$ cat src/rtl/nnue_pkg.sv
// Shared constants for the streaming NNUE activation block.
package nnue_pkg;

    // Activation mode encodings (mode 3 is reserved and falls back to clipped ReLU)
    localparam logic [1:0] ACT_CLIP   = 2'd0;
    localparam logic [1:0] ACT_SQCLIP = 2'd1;
    localparam logic [1:0] ACT_SAT    = 2'd2;

    // Sequencer states
    localparam logic [1:0] IDLE = 2'd0;
    localparam logic [1:0] RUN  = 2'd1;
    localparam logic [1:0] HOLD = 2'd2;

    // Default datapath widths
    localparam int DEF_IN_W  = 16;
    localparam int DEF_OUT_W = 8;
    localparam int DEF_SHIFT = 6;

endpackage

$ cat src/rtl/nnue_act_lane.sv
// Single-element activation: arithmetic shift, then clamp according to mode.
// Purely combinational; the stream block instantiates one per lane.
module nnue_act_lane
    import nnue_pkg::*;
#(
    parameter int IN_W  = DEF_IN_W,
    parameter int OUT_W = DEF_OUT_W,
    parameter int SHIFT = DEF_SHIFT
) (
    input  logic [IN_W-1:0]  x,
    input  logic [1:0]       mode,
    output logic [OUT_W-1:0] y,
    output logic             sat
);

    localparam logic signed [IN_W-1:0] QMAX = IN_W'((1 << (OUT_W - 1)) - 1);
    localparam logic signed [IN_W-1:0] QMIN = ~QMAX;

    logic signed [IN_W-1:0]  w_s;
    logic                    w_hi;
    logic                    w_lo;
    logic [OUT_W-1:0]        w_clip;
    logic [OUT_W-1:0]        w_ssat;
    logic [2*OUT_W-1:0]      w_sq;

    assign w_s  = $signed(x) >>> SHIFT;
    assign w_hi = (w_s > QMAX);
    assign w_lo = (w_s < QMIN);

    // Unsigned clip to [0, QMAX]; negatives go to zero without counting as saturation
    always_comb begin
        if (w_s[IN_W-1])
            w_clip = '0;
        else if (w_hi)
            w_clip = QMAX[OUT_W-1:0];
        else
            w_clip = w_s[OUT_W-1:0];
    end

    // Signed saturate to [QMIN, QMAX]
    always_comb begin
        if (w_hi)
            w_ssat = QMAX[OUT_W-1:0];
        else if (w_lo)
            w_ssat = QMIN[OUT_W-1:0];
        else
            w_ssat = w_s[OUT_W-1:0];
    end

    // Square of the clipped value, renormalised so QMAX^2 lands just below QMAX
    assign w_sq = {{OUT_W{1'b0}}, w_clip} * {{OUT_W{1'b0}}, w_clip};

    // Mode select for output value and saturation flag
    always_comb begin
        case (mode)
            ACT_SQCLIP: begin
                y   = OUT_W'(w_sq >> (OUT_W - 1));
                sat = w_hi;
            end
            ACT_SAT: begin
                y   = w_ssat;
                sat = w_hi | w_lo;
            end
            default: begin
                y   = w_clip;
                sat = w_hi;
            end
        endcase
    end

endmodule

$ cat src/rtl/nnue_act_stream.sv
// Streaming scaled activation between NNUE linear layers.
// Accepts a whole vector, processes LANES elements per beat, then holds the
// result until the consumer takes it.
//
//   state | meaning
//   IDLE  | waiting for an input vector (in_ready high)
//   RUN   | one beat of LANES elements per cycle
//   HOLD  | result valid, waiting for out_ready
module nnue_act_stream
    import nnue_pkg::*;
#(
    parameter int N     = 16,
    parameter int LANES = 4,
    parameter int IN_W  = DEF_IN_W,
    parameter int OUT_W = DEF_OUT_W,
    parameter int SHIFT = DEF_SHIFT
) (
    input  logic                     clk,
    input  logic                     rst_n,
    input  logic [1:0]               mode,
    input  logic                     in_valid,
    output logic                     in_ready,
    input  logic [0:N*IN_W-1]        in_data,
    output logic                     out_valid,
    input  logic                     out_ready,
    output logic [0:N*OUT_W-1]       out_data,
    output logic [$clog2(N+1)-1:0]   sat_count,
    output logic                     busy
);

    localparam int BEATS = N / LANES;
    localparam int BW    = (BEATS > 1) ? $clog2(BEATS) : 1;
    localparam int CW    = $clog2(N + 1);
    localparam logic [BW-1:0] LAST_BEAT = BW'(BEATS - 1);

    if (N % LANES != 0) begin : g_bad_lanes
        $error("nnue_act_stream: N must be a multiple of LANES");
    end

    logic [1:0]            r_state;
    logic [0:N*IN_W-1]     r_buf;
    logic [1:0]            r_mode;
    logic [BW-1:0]         r_beat;
    logic [0:N*OUT_W-1]    r_out;
    logic [CW-1:0]         r_sat;

    logic [IN_W-1:0]       w_x [LANES];
    logic [OUT_W-1:0]      w_y [LANES];
    logic [LANES-1:0]      w_sat;
    logic [CW-1:0]         w_beat_sat;

    for (genvar l = 0; l < LANES; l++) begin : g_lane
        assign w_x[l] = r_buf[(int'(r_beat) * LANES + l) * IN_W +: IN_W];

        nnue_act_lane #(
            .IN_W  (IN_W),
            .OUT_W (OUT_W),
            .SHIFT (SHIFT)
        ) u_lane (
            .x    (w_x[l]),
            .mode (r_mode),
            .y    (w_y[l]),
            .sat  (w_sat[l])
        );
    end

    // Number of lanes that saturated in the current beat
    always_comb begin
        w_beat_sat = '0;
        for (int l = 0; l < LANES; l++)
            w_beat_sat = w_beat_sat + CW'(w_sat[l]);
    end

    // Sequencer, input buffer, output register and saturation counter
    always_ff @(posedge clk or posedge rst_n) begin
        if (rst_n) begin
            r_state <= IDLE;
            r_buf   <= '0;
            r_mode  <= ACT_CLIP;
            r_beat  <= '0;
            r_out   <= '0;
            r_sat   <= '0;
        end else begin
            case (r_state)
                IDLE: begin
                    if (in_valid) begin
                        r_buf   <= in_data;
                        r_mode  <= mode;
                        r_sat   <= '0;
                        r_beat  <= '0;
                        r_state <= RUN;
                    end
                end
                RUN: begin
                    for (int l = 0; l < LANES; l++)
                        r_out[(int'(r_beat) * LANES + l) * OUT_W +: OUT_W] <= w_y[l];
                    r_sat <= r_sat + w_beat_sat;
                    if (r_beat == LAST_BEAT)
                        r_state <= HOLD;
                    else
                        r_beat <= r_beat + BW'(1);
                end
                HOLD: begin
                    if (out_ready)
                        r_state <= IDLE;
                end
                default: r_state <= IDLE;
            endcase
        end
    end

    assign in_ready  = (r_state == IDLE);
    assign out_valid = (r_state == HOLD);
    assign busy      = (r_state == RUN) || (r_state == HOLD);
    assign out_data  = r_out;
    assign sat_count = r_sat;

endmodule

$ cat config.mk
export PLATFORM = sky130hd
export DESIGN_NAME = nnue_act_stream
export DESIGN_NICKNAME = d
export VERILOG_FILES = /design/src/rtl/nnue_pkg.sv /design/src/rtl/nnue_act_lane.sv /design/src/rtl/nnue_act_stream.sv
export SDC_FILE = /design/constraint.sdc
export NUM_CORES = 1
export LEC_CHECK = 0
export ABC_AREA = 1
export CORE_AREA = 2 2 215 217
export DETAILED_ROUTE_END_ITERATION = 16
export DIE_AREA = 0 0 217 219
export GPL_TIMING_DRIVEN = 0
export PLACE_DENSITY = 0.83
export SLEW_MARGIN = 20
export SYNTH_ARGS = -nofsm -noshare
export SYNTH_HDL_FRONTEND = slang
export SYNTH_HIERARCHICAL = 1
export SYNTH_SLANG_ARGS = --single-unit
export TNS_END_PERCENT = 50
$ cat constraint.sdc
create_clock -name clk -period 15.9 [get_ports clk]
set_input_delay 2.385 -clock clk [delete_from_list [all_inputs] [get_ports clk]]
set_output_delay 2.385 -clock clk [all_outputs]
set_load 0.005 [all_outputs]
# Word level (Yosys, flattened, before mapping)
# Cells that the tools add are included.
[word_totals]
latch_bits = 0
romBits = 0
memories = 0
mem_bits_rw = 0
word_cells = 107
reg_bits = 395
output_inout_bits = 136
[op_classes]
eq_ne = 9
mux = 37
mul = 4
n_lt_le_gt_ge = 8
reduce_logical = 7
bitwise_logic = 12
n_shift = 12
addsub = 12
div = 0
[ops]
columns = ["cell", "n"]
rows = [
  ["$shiftx A256 B32 Y257", 4],
  ["$shift A129 B33 Y128 const A", 4],
  ["$shiftx A129 B33 Y128", 4],
  ["$bwmux W128", 4],
  ["$neg A32 Y33", 4],
  ["$mux W8", 16],
  ["$not A8 Y32", 4],
  ["$not A32 Y32", 3],
  ["$pmux W8 S2", 4],
  ["$mul A8 B8 Y15", 4],
  ["$gt A10 B8 Y1 const B", 4],
  ["$lt A10 B8 Y1 const B", 4],
  ["$not A7 Y32", 1],
  ["$add A4 B2 Y5 const B", 2],
  ["$mux W2", 5],
  ["$pmux W5 S2", 1],
  ["$eq A2 B2 Y1 const B", 3],
  ["$ne A2 B2 Y1 const B", 3],
  ["$pmux W2 S3", 1],
  ["$reduce_and A3 Y1", 2],
  ["$add A4 B1 Y5 const B", 1],
  ["$add A5 B4 Y5", 1],
  ["$mux W5", 1],
  ["$add A3 B1 Y4", 1],
  ["other kinds (12)", 20],
]

# Depth between registers and ports, before layout
# Gate-level depths: netlist of the first run.
[depth]
word_depth = 12
mapped_depth = 36
ltp_nobuf = 32

# Modules after synthesis
# Netlist of the first run, hierarchy kept.
[modules_own_cells]
columns = ["mod", "instances", "cells_each", "area_each_um2"]
rows = [
  ["nnue_act_stream", 1, 2017, 16841.2],
  ["nnue_act_lane at g_lane[2].u_lane", 1, 283, 1959.4],
  ["nnue_act_lane at g_lane[0].u_lane", 1, 280, 1916.8],
  ["nnue_act_lane at g_lane[1].u_lane", 1, 281, 1909.3],
  ["nnue_act_lane at g_lane[3].u_lane", 1, 283, 1899.3],
]

# Worst setup path before layout of the first run
# No wires, ideal clock.
[synth_path]
path_kind = "register to register"
from = "register r_beat[0]"
to = "register r_out, in the netlist out_data[113]"
setup_slack_ns = 10.270
n_path_buf = 3
stages_incl_launch_ff = 32
required_time_ns = 15.817
arrival_time_ns = 5.548
path_cell_list = "dfrtp_1 -> buf_4 -> inv_4 -> buf_6 -> buf_4 -> nor2_1 -> o22ai_1 -> nand2_4 -> nand2_4 -> nor2_1 -> nor2_1 -> inv_1 -> nor2_1 -> inv_1 -> fa_1 -> inv_1 -> fa_1 -> inv_1 -> fa_1 -> fa_1 -> inv_1 -> ha_1 -> inv_1 -> nor4_1 -> nand2_2 -> nand2_4 -> nand2_2 -> nand3_2 -> nand3_1 -> a21oi_2 -> nand2_1 -> o21ai_0"
[synth_rtl]
columns = ["item", "line", "rtl"]
rows = [
  ["start, declared", "nnue_act_stream.sv:43", "logic [BW-1:0] r_beat;"],
  ["start signal, assigned", "nnue_act_stream.sv:101", "r_beat <= r_beat + BW'(1);"],
  ["end signal, assigned by index", "nnue_act_stream.sv:96", "r_out[(int'(r_beat) * LANES + l) * OUT_W +: OUT_W] <= w_y[l];"],
  ["end, declared", "nnue_act_stream.sv:44", "logic [0:N*OUT_W-1] r_out;"],
]

==> results by group, run 1 <==
Cells and area
  • Area grow syn2layout: 24.8%
  • Final net count: 3,494
  • Fraction of layout cells with a size suffix above 1: 0.0833
  • Final Non-Filler Cells: 3,638

Floorplan
  • DIE HEIGHT: 219 um
  • DIE WIDTH: 217 um
  • Initial Util: 0.454
  • Row count: 78
  • Area of the core: 45,100 sq um
  • I/O pins: 398
  • Die area: 47,500 sq um

Routing
  • Remaining DRCs: 0
  • DR vias: 18,704
  • Pre-Repair DR Iteration Count: 6
  • Vias per std cell: 5.14
  • Routed WL: 63.4 mm
  • Initial DRC Count: 1,705
  • Routed Antenna Nets: 0
  • Detailed-route wire length per cell: 17.4 um

Setup path
  • CP dominant cell by count: inv_1
  • CP peak stage delay: 0.54 ns
  • Crit-path slowest cell: fa_1
  • Critical path endpoint category: flop
  • CP Class: flop to flop
  • Arrival @ worst endpoint: 7.26 ns
  • Worst setup SP type: flop
  • CP Data Required Time: 16.34 ns
  • Maximum net fanout on the critical path: 10

Clocking
  • Clock Sinks: 299
  • CTS max path bufs: 3
  • Cts hold-fix bufs: 0
  • Clock-pin slew on the worst setup and hold paths: 0.07 ns
  • Total CTS buffers: 35
  • Worst-skew pair later-pin latency: 0.56 ns
  • CTS tree: yes
  • Resize count post-CTS: 0
  • H-tree Lvls: 2
  • Setup Fix Bufs, Post-CTS: 0
  • Clk root buf: clkbuf_16

STA
  • Crit path time final: 6.82 ns
  • Slew Limit Headroom: 0.535
  • Hold Violations, Final: 0
  • Max Slew Vio Count: 0
  • Fin crit share: 0.429
  • Actual slew at the worst max-slew pin: 0.697 ns
  • RSZ-0062 raised after global routing: false
  • Hold slack: 0.473 ns
  • Max Freq: 0.147 GHz
  • Sum of negative setup slack: 0 ns
  • Setup Viol. Count Final: 0
  • Clock Skew: 0.0274 ns

Global route
  • Antenna violations before repair: 1
  • Largest net degree at the start of global routing: 97
  • Vias in the first global route: 18,611
  • First-pass GRT wire length: 98.9 mm
  • Total congestion overflow: 0
  • Global Route Usage Sum: 0.269

Synth
  • Avg Cell Area, Syn: 7.75 sq um
  • Syn Std Cell Area: 20,500 sq um
  • Post-Syn Instances: 2,640
  • Total of warnings raised by yosys: 6

Worst hold path
  • Min-delay worst type: flop to flop

Placement
  • Hpwl dp: 50.6 mm
  • GPL Wtd Cong: 0.989
  • Post-Place Cells: 3,576
  • I/O Buffers: 301

Job
  • Max-cap violations: 0

Status
  • Status: completed
==> flip-flops by register name (all words and copies together) (netlist names) <==
register,cells
r_state,2
sat_count,5
r_mode,2
out_data,128
r_buf,160
r_beat,2
==> per-stage QoR <==
stage | instance area (sq um) | setup slack (ns) | utilization
global route | 25500 | 8.60 | 0.567
global placement | 24400 | 1.78 | 0.540
finish | 25500 | 9.08 | 0.567
detailed placement | 24400 | 9.20 | 0.542
CTS | 25500 | 9.15 | 0.567
floorplan | 20600 | 5.25 | -
==> cell type report <==
class / instances / area (sq um)
Fill cell: 4124 / 19500
Multi-Input combinational cell: 1908 / 11100
Sequential cell: 299 / 7480
Timing Repair Buffer: 304 / 3100
Inverter: 323 / 1230
Clock buffer: 52 / 1040
Buffer: 142 / 797
Tap cell: 600 / 751
Clock inverter: 9 / 60.1
Antenna cell: 1 / 2.50
==> metal layers <==
layer,wire (um),global-route usage,share of wire
met1,25600,0.344,0.40
met2,28900,0.436,0.46
met3,5480,0.0543,0.086
met4,3360,0.133,0.053
met5,0,0,0
==> worst paths after layout <==
path | start | to | slack (ns) | cells after the start
worst max-delay path | r_beat[1] | out_data[3] | 9.08 | 31
worst max register to register | r_beat[1] | out_data[3] | 9.08 | 31
max in group asynchronous | rst_n | r_buf[24] | 12.49 | 4
worst min register to register | r_buf[67] | r_buf[67] | 0.47 | 2
worst min-delay path | r_buf[67] | r_buf[67] | 0.47 | 2
min in group asynchronous | rst_n | out_data[55] | 2.21 | 2
==> layout by cell type (no fill, tap or decap), drive strengths merged, types with 40 or more instances in the layout <==
cell,count
inv,325
ha,120
fa,99
clkdlybuf4s50,301
nand2,884
buf,105
o21ai,242
nor2,222
nand3,68
o22ai,41
a21oi,103
clkbuf,92
dfrtp,299
conb,40
==> critical path: cells and delay by family, from the launching register on <==
kind	cells	cell delay [ns]
adder cells (fa/ha/maj)	5	2.37
AO/OA/AOI/OAI	6	1.64
buffers and inverters	10	1.21
AND/OR/NAND/NOR	10	1.01
flip-flops	1	0.47
Power of run 1 is left out: the tool's default activity adds up to more than one toggle a clock period on the data nets, which glitch-free logic cannot reach.
==> run 2: changes to the inputs <==
CORE_AREA = 2 2 225 227   (was 2 2 215 217)
DIE_AREA = 0 0 227 229   (was 0 0 217 219)
PLACE_DENSITY = 0.8   (was 0.83)
clock period = 5.7 ns   (was 15.9 ns; I/O delays follow)
==> run 2 against run 1 <==
The run now ends with setup timing left. Maximum frequency increased by 17%. Via count is 7.4% higher. Cell area up 12%. Sequential share of layout area shrank 3.2 points. Register-to-register slack got worse by 9.2 ns. Wire length is 13% higher. Clock skew is 0.0025 ns higher. Critical path type unchanged. Count of clock-buffer cells in the layout down 10. Utilization rose by 1.2 points. First-iteration DRC count rose by 13%.
==> results by group, run 2 (synthesis results as in run 1) <==
STA
  • Crit path time final: 5.84 ns (was 6.82 ns)
  • Actual slew at the worst max-slew pin: 0.634 ns (was 0.697 ns)
  • Slew Limit Headroom: 0.577 (was 0.535)
  • Clock Skew: 0.0298 ns (was 0.0274 ns)
  • RSZ-0062 raised after global routing: true (was false)
  • Max Freq: 0.171 GHz (was 0.147 GHz)
  • Worst Setup Slack, final: -0.139 ns (was 9.08 ns)
  • Max Slew Vio Count: 0 (unchanged)
  • Fin crit share: 1.02 (was 0.429)
  • Hold Violations, Final: 0 (unchanged)
  • Setup Viol. Count Final: 24 (was 0)

Clocking
  • Total CTS buffers: 36 (was 35)
  • H-tree Lvls: 2 (unchanged)
  • Clock-pin slew on the worst setup and hold paths: 0.06 ns (was 0.07 ns)
  • Clk root buf: clkbuf_16 (unchanged)
  • Clock Sinks: 299 (unchanged)
  • Worst-skew pair later-pin latency: 0.57 ns (was 0.56 ns)
  • CTS tree: yes (unchanged)
  • CTS max path bufs: 3 (unchanged)

Routing
  • Remaining DRCs: 0 (unchanged)
  • Initial DRC Count: 1,933 (was 1,705)
  • Vias per std cell: 5.22 (was 5.14)
  • Routed WL: 71.6 mm (was 63.4 mm)
  • Routed Antenna Nets: 0 (unchanged)
  • Pre-Repair DR Iteration Count: 8 (was 6)
  • DR vias: 20,085 (was 18,704)
  • Detailed-route wire length per cell: 18.6 um (was 17.4 um)

Global route
  • Largest net degree at the start of global routing: 35 (was 97)
  • Antenna violations before repair: 7 (was 1)
  • Grt met1 use: 0.328 (was 0.344)
  • Gr busiest metal: met2 (unchanged)
  • Global Route Usage Sum: 0.262 (was 0.269)
  • First-pass GRT wire length: 105 mm (was 98.9 mm)
  • Met2 usage: 0.426 (was 0.436)
  • Total congestion overflow: 0 (unchanged)
  • Vias in the first global route: 19,528 (was 18,611)
  • GR Util met3: 0.0544 (was 0.0543)

Floorplan
  • DIE HEIGHT: 229 um (was 219 um)
  • I/O pins: 398 (unchanged)
  • Area of the core: 49,700 sq um (was 45,100 sq um)
  • Die area: 52,000 sq um (was 47,500 sq um)
  • Row count: 82 (was 78)
  • Initial Util: 0.412 (was 0.454)
  • DIE WIDTH: 227 um (was 217 um)

Placement
  • Post-Place Cells: 3,655 (was 3,576)
  • I/O Buffers: 301 (unchanged)
  • Hpwl dp: 51.9 mm (was 50.6 mm)
  • GPL Wtd Cong: 0.977 (was 0.989)

Setup path
  • CP Class: flop to flop (unchanged)
  • CP Data Required Time: 6.17 ns (was 16.34 ns)
  • Critical path endpoint category: flop (unchanged)
  • Worst setup SP type: flop (unchanged)
  • Arrival @ worst endpoint: 6.31 ns (was 7.26 ns)
  • Maximum net fanout on the critical path: 10 (unchanged)
  • CP peak stage delay: 0.53 ns (was 0.54 ns)
  • CP dominant cell by count: inv_2 (was inv_1)
  • Crit-path slowest cell: fa_1 (unchanged)

Cells and area
  • Most frequent cells in the layout: nand2_1, clkdlybuf4s50_1, dfrtp_1 (was nand2_1, inv_1, clkdlybuf4s50_1)
  • Final Non-Filler Cells: 3,846 (was 3,638)
  • Most common cell after layout, fill and taps aside: nand2_1 (unchanged)
  • Final net count: 3,624 (was 3,494)
  • Fraction of layout cells with a size suffix above 1: 0.221 (was 0.0833)
  • Max FFs per register: 160 (unchanged)
  • Fill cells: 4,151 (was 4,124)
  • Area grow syn2layout: 40.2% (was 24.8%)
  • Largest Register: r_buf (unchanged)

Worst hold path
  • Min-delay worst type: flop to flop (unchanged)

Status
  • Failing checks: setup timing
  • Status: complete, but fails checks (was completed)

Job
  • Max-cap violations: 0 (unchanged)
run 2: metrics by stage:
stage / setup TNS, ns / utilization / instance area, sq um / hold WS [ns] / setup WS, ns
final: -1.30 / 0.578 / 28700 / 0.475 / -0.139
after global routing: -12.00 / 0.578 / 28700 / 0.486 / -0.257
after CTS: -0.202 / 0.546 / 27100 / 0.477 / -0.0290
after detailed placement: -84.18 / 0.497 / 24700 / 0.460 / -1.03
after global placement: -429.06 / 0.492 / 24400 / 0.458 / -1.24
after floorplan: 0 / - / 20600 / 0.444 / 0.117
run 2: routing by layer:
layer  wire length, um  vias to the layer above
met5                20                        -
met4              4600                        4
met3              6020                      268
met2             33700                     1037
met1             27300                     9537
li1                  -                     9239
run 2: final timing paths:
path | start | endpoint | slack [ns] | depth (start not counted)
hold reg to reg | r_buf[134] | r_buf[134] | 0.48 | 2
max in group asynchronous | rst_n | r_buf[214] | 3.32 | 8
setup / recovery | r_beat[0] | out_data[53] | -0.14 | 29
hold / removal | r_buf[134] | r_buf[134] | 0.48 | 2
min in group asynchronous | rst_n | out_data[61] | 0.70 | 2
setup reg to reg | r_beat[0] | out_data[53] | -0.14 | 29
run 2: critical path: cells and delay by family, from the launching register on:
kind / cells / cell delay [ns]
adders and majority gates: 5 / 2.35
AOI/OAI and AO/OA: 7 / 1.18
buffers and inverters: 9 / 0.88
DFF: 1 / 0.44
and+or+nand+nor: 8 / 0.90
run 2: area by class of cell:
class,instances,area [sq um],area share
diodes,3,7.51,0.000261
plain buffers,138,897,0.0312
clock buffers,42,965,0.0336
clock inverters,24,352,0.0122
inverters,323,1290,0.0448
multi-input cells,1908,12600,0.439
flip-flops and latches,299,7480,0.261
well taps,672,841,0.0293
repair buffers,437,4260,0.148
run 2: repair_timing:
action                                  4_1_cts  5_1_grt
pin swaps                                    76      241
resized for setup                           200      370
setup buffers                                56       70
cloned                                        1        0
hold buffers                                  0        0
endpoints found under the setup margin      124      128
Power of run 2 is left out for the same reason.
